File: src/rtl/voice_allocator.sv
// voice_allocator
//   Polyphonic voice allocator feeding per-voice Envelope instances. Accepts
//   decoded MIDI note events over valid/ready, picks a voice slot (retrigger,
//   free slot, oldest releasing, oldest held), and drives one-cycle
//   note_on/note_off pulses plus per-voice note/velocity. envelope_end pulses
//   return releasing voices to the free pool.
//
// Ports
//   clock_50_000_000 : system clock
//   reset            : synchronous active-high reset
//   event_valid/ready: event handshake (ready low while reset is high)
//   event_on         : 1 = note-on, 0 = note-off
//   event_note       : MIDI note number
//   event_velocity   : velocity (note-on with velocity 0 acts as note-off)
//   envelope_end     : per-voice end-of-release pulse
//   voice_note_on    : per-voice one-cycle note-on pulse
//   voice_note_off   : per-voice one-cycle note-off pulse
//   voice_note       : packed per-voice note, voice i at [i*NOTE_WIDTH +: NOTE_WIDTH]
//   voice_velocity   : packed per-voice velocity, same packing
//   voice_gate       : voice is HELD
//   voice_active     : voice is HELD or RELEASING
//   steal            : one-cycle pulse, current note-on stole a busy voice
module voice_allocator #(
    parameter int VOICES         = 4,
    parameter int NOTE_WIDTH     = 7,
    parameter int VELOCITY_WIDTH = 7
) (
    input  logic                               clock_50_000_000,
    input  logic                               reset,
    input  logic                               event_valid,
    output logic                               event_ready,
    input  logic                               event_on,
    input  logic [NOTE_WIDTH-1:0]              event_note,
    input  logic [VELOCITY_WIDTH-1:0]          event_velocity,
    input  logic [VOICES-1:0]                  envelope_end,
    output logic [VOICES-1:0]                  voice_note_on,
    output logic [VOICES-1:0]                  voice_note_off,
    output logic [VOICES*NOTE_WIDTH-1:0]       voice_note,
    output logic [VOICES*VELOCITY_WIDTH-1:0]   voice_velocity,
    output logic [VOICES-1:0]                  voice_gate,
    output logic [VOICES-1:0]                  voice_active,
    output logic                               steal
);

    localparam int AW = (VOICES > 1) ? $clog2(VOICES) : 1;

    typedef enum logic [1:0] {ST_IDLE, ST_LOOKUP, ST_ISSUE} fsm_t;
    typedef enum logic [1:0] {V_FREE, V_HELD, V_REL} vstate_t;

    fsm_t                      r_state;
    fsm_t                      w_next;

    logic                      r_ev_on;
    logic [NOTE_WIDTH-1:0]     r_ev_note;
    logic [VELOCITY_WIDTH-1:0] r_ev_vel;

    vstate_t                   r_vstate [VOICES];
    logic [AW-1:0]             r_age    [VOICES];
    logic [NOTE_WIDTH-1:0]     r_note   [VOICES];
    logic [VELOCITY_WIDTH-1:0] r_vel    [VOICES];

    logic [VOICES-1:0]         r_note_on;
    logic [VOICES-1:0]         r_note_off;
    logic                      r_steal;

    // Target selection candidates
    logic                      w_hit_f,  w_off_f,  w_free_f,  w_rel_f;
    logic [AW-1:0]             w_hit_idx, w_off_idx, w_free_idx, w_rel_idx, w_old_idx;
    logic [AW-1:0]             w_rel_age;
    logic                      w_write;
    logic [AW-1:0]             w_tgt;
    logic                      w_steal;

    // ---------------------------------------------------------------- FSM
    always_ff @(posedge clock_50_000_000) begin
        if (reset) begin
            r_state <= ST_IDLE;
        end else begin
            r_state <= w_next;
        end
    end

    always_comb begin
        w_next = r_state;
        case (r_state)
            ST_IDLE:   if (event_valid) w_next = ST_LOOKUP;
            ST_LOOKUP: w_next = ST_ISSUE;
            ST_ISSUE:  w_next = ST_IDLE;
            default:   w_next = ST_IDLE;
        endcase
    end

    assign event_ready = (r_state == ST_IDLE) && !reset;

    // ----------------------------------------------------- target selection
    // Each scan keeps the first hit so the lowest index wins; the releasing
    // scan keeps the largest age. Ages are a permutation, so when every voice
    // is held exactly one carries age VOICES-1.
    always_comb begin
        w_hit_f    = 1'b0;
        w_off_f    = 1'b0;
        w_free_f   = 1'b0;
        w_rel_f    = 1'b0;
        w_hit_idx  = '0;
        w_off_idx  = '0;
        w_free_idx = '0;
        w_rel_idx  = '0;
        w_old_idx  = '0;
        w_rel_age  = '0;
        for (int unsigned i = 0; i < VOICES; i++) begin
            if (!w_hit_f && r_vstate[i] != V_FREE && r_note[i] == r_ev_note) begin
                w_hit_f   = 1'b1;
                w_hit_idx = AW'(i);
            end
            if (!w_off_f && r_vstate[i] == V_HELD && r_note[i] == r_ev_note) begin
                w_off_f   = 1'b1;
                w_off_idx = AW'(i);
            end
            if (!w_free_f && r_vstate[i] == V_FREE) begin
                w_free_f   = 1'b1;
                w_free_idx = AW'(i);
            end
            if (r_vstate[i] == V_REL && (!w_rel_f || r_age[i] > w_rel_age)) begin
                w_rel_f   = 1'b1;
                w_rel_idx = AW'(i);
                w_rel_age = r_age[i];
            end
            if (r_vstate[i] == V_HELD && r_age[i] == AW'(VOICES - 1)) begin
                w_old_idx = AW'(i);
            end
        end

        w_write = 1'b0;
        w_tgt   = '0;
        w_steal = 1'b0;
        if (r_ev_on) begin
            w_write = 1'b1;
            if (w_hit_f) begin
                w_tgt = w_hit_idx;
            end else if (w_free_f) begin
                w_tgt = w_free_idx;
            end else if (w_rel_f) begin
                w_tgt   = w_rel_idx;
                w_steal = 1'b1;
            end else begin
                w_tgt   = w_old_idx;
                w_steal = 1'b1;
            end
        end else if (w_off_f) begin
            w_write = 1'b1;
            w_tgt   = w_off_idx;
        end
    end

    // ------------------------------------------------------------ datapath
    always_ff @(posedge clock_50_000_000) begin
        if (reset) begin
            r_ev_on    <= 1'b0;
            r_ev_note  <= '0;
            r_ev_vel   <= '0;
            r_note_on  <= '0;
            r_note_off <= '0;
            r_steal    <= 1'b0;
            for (int unsigned i = 0; i < VOICES; i++) begin
                r_vstate[i] <= V_FREE;
                r_age[i]    <= AW'(i);
                r_note[i]   <= '0;
                r_vel[i]    <= '0;
            end
        end else begin
            r_note_on  <= '0;
            r_note_off <= '0;
            r_steal    <= 1'b0;

            if (r_state == ST_IDLE && event_valid) begin
                r_ev_on   <= event_on && (event_velocity != '0);
                r_ev_note <= event_note;
                r_ev_vel  <= event_velocity;
            end

            for (int unsigned i = 0; i < VOICES; i++) begin
                if (envelope_end[i] && r_vstate[i] == V_REL) begin
                    r_vstate[i] <= V_FREE;
                end
            end

            // Placed after the envelope-end loop so the lookup write to the
            // same voice takes precedence.
            if (r_state == ST_LOOKUP && w_write) begin
                if (r_ev_on) begin
                    for (int unsigned j = 0; j < VOICES; j++) begin
                        if (r_age[j] < r_age[w_tgt]) begin
                            r_age[j] <= r_age[j] + 1'b1;
                        end
                    end
                    r_age[w_tgt]     <= '0;
                    r_vstate[w_tgt]  <= V_HELD;
                    r_note[w_tgt]    <= r_ev_note;
                    r_vel[w_tgt]     <= r_ev_vel;
                    r_note_on[w_tgt] <= 1'b1;
                    r_steal          <= w_steal;
                end else begin
                    r_vstate[w_tgt]   <= V_REL;
                    r_note_off[w_tgt] <= 1'b1;
                end
            end
        end
    end

    // ------------------------------------------------------------- outputs
    always_comb begin
        voice_note     = '0;
        voice_velocity = '0;
        voice_gate     = '0;
        voice_active   = '0;
        for (int unsigned i = 0; i < VOICES; i++) begin
            voice_note[i*NOTE_WIDTH +: NOTE_WIDTH]             = r_note[i];
            voice_velocity[i*VELOCITY_WIDTH +: VELOCITY_WIDTH] = r_vel[i];
            voice_gate[i]   = (r_vstate[i] == V_HELD);
            voice_active[i] = (r_vstate[i] != V_FREE);
        end
    end

    assign voice_note_on  = r_note_on;
    assign voice_note_off = r_note_off;
    assign steal          = r_steal;

endmodule

File: config.mk
export PLATFORM = sky130hd
export DESIGN_NAME = voice_allocator
export DESIGN_NICKNAME = d
export VERILOG_FILES = /design/src/rtl/voice_allocator.sv
export SDC_FILE = /design/constraint.sdc
export NUM_CORES = 1
export LEC_CHECK = 0
export CORE_MARGIN = 1
export CORE_UTILIZATION = 30
export CTS_CLUSTER_SIZE = 30
export DETAILED_ROUTE_END_ITERATION = 8
export PLACE_DENSITY = 0.6
export SLEW_MARGIN = 30
export SYNTH_ARGS = -nofsm -noshare
export SYNTH_HDL_FRONTEND = slang
export SYNTH_SLANG_ARGS = --single-unit
File: constraint.sdc
create_clock -name clock_50_000_000 -period 10.4 [get_ports clock_50_000_000]
set_input_delay 2.08 -clock clock_50_000_000 [delete_from_list [all_inputs] [get_ports clock_50_000_000]]
set_output_delay 2.08 -clock clock_50_000_000 [all_outputs]
set_load 0.01 [all_outputs]
; ---- Yosys cells after proc, flatten, opt, wreduce, memory -nomap -nowiden
; Memories as Yosys holds them, arrays and structs flattened.
; Index checks and enable logic that the tools add are counted.
[op_classes]
addsub = 4
n_lt_le_gt_ge = 9
n_eq_ne = 17
muxes = 103
n_bitwise = 11
reduce_logical = 63
[ops]
columns = op, n
row1 = two-way mux 1 bit, 69
row2 = two-way mux 2 bit, 30
row3 = logical AND 1 bit, 32
row4 = == test 7 bit, 4
row5 = "== test 2 bit, second input constant", 7
row6 = two-way mux 7 bit, 2
row7 = OR reduction 7 bit, 2
row8 = logical NOT 1 bit, 13
row9 = "== test 2 x 1 -> 1 bit, second input constant", 5
row10 = logical NOT 2 bit, 5
row11 = OR 1 bit, 9
row12 = "adder 2 x 1 -> 2 bit, second input constant", 4
row13 = < comparator 2 bit, 4
row14 = nonzero test 2 bit, 4
row15 = nonzero test 7 bit, 1
row16 = greater-than comparator 2 bit, 3
row17 = OR reduction 3 bit, 2
row18 = case mux 2 bit (2 select lines), 1
row19 = OR reduction 4 bit, 1
row20 = logical OR 1 bit, 3
row21 = "< comparator 2 x 3 -> 1 bit, second input constant", 1
row22 = demux 1 bit (select 2 bit), 1
row23 = "greater-or-equal comparator 2 x 1 -> 1 bit, second input constant", 1
row24 = "!= test 2 bit, second input constant", 1
row25 = inverter 1 bit, 2
[word_totals]
regBits = 26
mem_bits_rw = 72
in_bits = 22
word_cells = 218
n_memories = 4
[mem_list]
columns = name, depth, width, rd, rd_ports_with_merged_regs, wr, line_no
row1 = r_note, 4, 7, 4, 0, 4, 59  ; logic [NOTE_WIDTH-1:0] r_note [VOICES];
row2 = r_vel, 4, 7, 4, 0, 4, 60  ; logic [VELOCITY_WIDTH-1:0] r_vel [VOICES];
row3 = r_age, 4, 2, 5, 0, 5, 58  ; logic [AW-1:0] r_age [VOICES];
row4 = r_vstate, 4, 2, 4, 0, 5, 57  ; vstate_t r_vstate [VOICES];

; ---- Logic depth before layout (Yosys ltp)
; An unclocked memory read counts as a cell.
[depth]
depth_word = 27
mapped_depth = 27

; ---- Worst setup path after synthesis
; No wires, ideal clock.
[synth_timing]
path_kind = register -> register
start = memory r_vstate[0][0] (netlist bit)
end = memory r_age[2][1] (netlist bit)
arrival_ps = 5318
required_time_ps = 10278
setup_slack_ps = 4960
stages_incl_launch_ff = 25
synth_period_minus_slack_ps = 5440
cell_sequence = edfxtp_1 > and2b_4 > nand2_1 > ha_1 > nor2b_1 > o21ai_0 > a21boi_0 > mux2_2 > ha_1 > nand2_1 > o21ai_0 > a21oi_1 > mux2_2 > ha_1 > nor2b_1 > o211ai_1 > o211ai_1 > a2111oi_2 > o31ai_4 > mux2i_1 > mux2i_4 > and2_1 > buf_4 > o21a_1 > o32a_1
[synth_lines]
columns = element, line_no
row1 = start: declaration, 57
row2 = end: declaration, 58

==> out/metrics.yaml <==
clock_network:
  postCtsSetupRepairBufs: 0
  cts_tree: "done"
  root_buffer: "clkbuf_16"
  clock_latency_ns: 0.34
  cts_sinks: 98
  h-tree-depth: 3
  cts_buffer_depth: 2
  clk_pin_slew_ns: 0.07
  cts_buffers: 9
  hold_buffers: 0
  post_cts_resized: 0
placement:
  portBuffers: 95
  post-place-cells: 756
  dp_hpwl_um: 10260
  place_congestion: 0.8095
  dp_slack_ns: 3.862
final_layout:
  syn2layout_area_growth_pct: 28.77
  fin_nets: 582
  drive_gt1_frac: 0.06835
  finalNonFillerCells: 772
  diodes: 0
  fill_cells: 1527
critical_path:
  r2r_setup_slack_ns: 3.90
  cp_slowest_cell: "nor2_1"
  path_max_fanout: 14
  required_ns: 10.41
  end_kind: "register"
  r2r_cells: 21
  cp_cell_sequence: "and2b_4, nand2_1, ha_1, nor2b_1, o21ai_0, a21boi_0, mux2_2, ha_1, nand2_1, o21ai_0, a21oi_1, mux2_2, ha_1, nor2b_1, o211ai_1, o211ai_1, a2111oi_2, o31ai_4, nand2b_1, nor2_1, or2_2"
  rr_endpoint: "r_note[1][4]"
  critPathKind: "register to register"
  cp_common_cell: "ha_1"
  cp_top_family: "simple AND/OR/NAND/NOR gates"
  cp.arrival_ns: 6.51
  crit-reg2reg-launch: "r_vstate[0][0]"
  worst-path-buf-inv: 0
  startpoint_type: "register"
  cpPeakStageDelay_ns: 0.64
run:
  cap_violations: 0
min_path:
  hp-class: "register to register"
  min_from: "r_ev_vel[6]"
  hold_path_end: "r_ev_vel[6]"
  holdPathStages: 2
sta:
  setup_tns_ns: 0
  slew_headroom: 0.5238
  worstMarginPinSlew_ns: 0.7044
  setup_viol: 0
  holdWs_ns: 0.4580
  clock.fmax_ghz: 0.1538
  maxSlewViolCount: 0
  timing.final.crit_period_ns: 6.504
  fin_ws_ns: 3.896
  fin_skew_ns: 0.009991
  rsz0062_at_grt: "no"
  finalCritPeriodShare: 0.6254
  hold_violations: 0
routing:
  vias: 3689
  vias_per_cell: 4.778
  postRouteAntennaNets: 0
  first_pass_iters: 4
  totalWireLength_um: 13650
  drt_iter0_markers: 260
  post-route-drc-count: 0
  wl_per_cell_um: 17.68
global_route:
  gr-usage-met2: 0.2650
  grt_most_used_layer: "met2"
  track_usage: 0.1689
  grt_pass1_wl_um: 20600
  use_met1: 0.2329
  overflow: 0
  antenna_found_initial: 0
  grt_util_met3: 0.02849
  grt_pass1_vias: 3584
  grt_max_degree: 36
synth:
  ys_seq_area_frac: 0.5357
  syn_area_mm2: 0.004858
  syn_avg_cell_area_um2: 10.36
  async_flop_share: 0
  synth.top_cell.area_share: 0.3956
  synth_seq_cells: 98
  synth_most_common_cell: "edfxtp_1"
  synth_nets: 500
  ys.flop_type: "edfxtp_1"
  yosysUniqueCellTypes: 61
  synth_edf_count: 64
  ys_top_cells_by_area: "edfxtp_1, dfxtp_1, and2_1, nand2_1, nor2_1"
  synthesis.instances: 469
  yosysTopAreaCell: "edfxtp_1"
  synthTopCellsByCount: "edfxtp_1, and2_1, nand2_1"
  synth_warnings: 0
pwr:
  ir_drop_v: 0.00008923
  p_total_uw: 882.6
  p_leak_nw: 2.315
  power.density_mw_per_mm2: 141.1
floorplan:
  core_area_mm2: 0.01583
  dieArea_mm2: 0.01671
  die-width_um: 129.3
  start_util: 0.3070
  die_h_um: 129.3
  rows: 46
  io-pin-count: 96
run_status:
  status: "completed"
[registers in the layout, summed over array words and instances (netlist names)]
signal / cells
r_age: 8
r_note: 28
voice_note_on: 4
r_vel: 28
r_vstate: 8
steal: 1
r_ev_note: 7
r_ev_on: 1
r_state: 2
voice_note_off: 4
r_ev_vel: 7
[cells by family after synthesis]
logic type      synth area share
compound gates            0.1028
flops                     0.5357
simple gates              0.2189
xor+xnor                 0.05048
buf+inv                  0.04481
mux                      0.02215
fa+ha+maj                0.02524
[where the power goes]
part | switching, mW | internal [mW]
clock | 0.151 | 0.189
sequential | 0.0173 | 0.428
combinational | 0.0508 | 0.0468
[worst max path at each step]
| stage | startpoint | to | slack, ns | cells past startpoint |
|---|---|---|---|---|
| CTS | r_vstate[0][0] | r_note[1][4] | 3.84 | 21 |
| detailed placement | r_vstate[0][0] | r_vel[1][0] | 3.86 | 21 |
| finish | r_vstate[0][0] | r_note[1][4] | 3.90 | 21 |
| global placement | r_vstate[0][0] | r_vel[1][6] | 4.10 | 21 |
| global route | r_vstate[0][0] | r_note[1][4] | 3.44 | 21 |
| floorplan | r_vstate[0][0] | r_age[2][1] | 4.96 | 24 |
[tightest hold or removal path: cells and delay by family, from the launching register on]
family,cells,cell delay (ns)
DFF,1,0.31
and+or+nand+nor,1,0.05
AOI/OAI and AO/OA,1,0.05
[layer usage]
| layer | part of all wire | up-vias |
|---|---|---|
| li1 | - | 1794 |
| met1 | 0.46 | 1770 |
| met2 | 0.46 | 112 |
| met3 | 0.060 | 13 |
| met4 | 0.020 | 0 |
| met5 | 0 | - |
[through the flow]
step	instance area, um^2	util
global route	6256	0.3953
floorplan	4858	-
global placement	5948	0.3758
detailed placement	5948	0.3758
CTS	6251	0.3949
finish	6256	0.3953
[cell type report]
cell class                      count  area [um^2]  area share
Inverter                           17        63.81     0.01020
Tap cell                          216        270.3     0.04320
Clock inverter                      7        77.57     0.01240
Timing Repair Buffer               98        973.4      0.1556
Clock buffer                        9        225.2     0.03600
Sequential cell                    98         2603      0.4160
Multi-Input combinational cell    327         2043      0.3266
[placed cells by master, fill, tap and decap left out, types with 4 or more instances in the layout]
| master | instances |
|---|---|
| nand3_1 | 5 |
| xnor2_1 | 14 |
| a31oi_1 | 5 |
| nand2_1 | 53 |
| or2_2 | 6 |
| nand4_1 | 4 |
| nor2b_1 | 9 |
| nor3_1 | 8 |
| dfxtp_1 | 34 |
| mux2i_1 | 4 |
| ha_1 | 9 |
| o21ai_0 | 9 |
| nor2_1 | 42 |
| and2_1 | 55 |
| clkbuf_16 | 9 |
| clkdlybuf4s50_1 | 95 |
| nand2b_1 | 6 |
| inv_1 | 17 |
| xor2_1 | 14 |
| a21oi_1 | 29 |
| edfxtp_1 | 64 |
(Power assumes the default switching activity.)
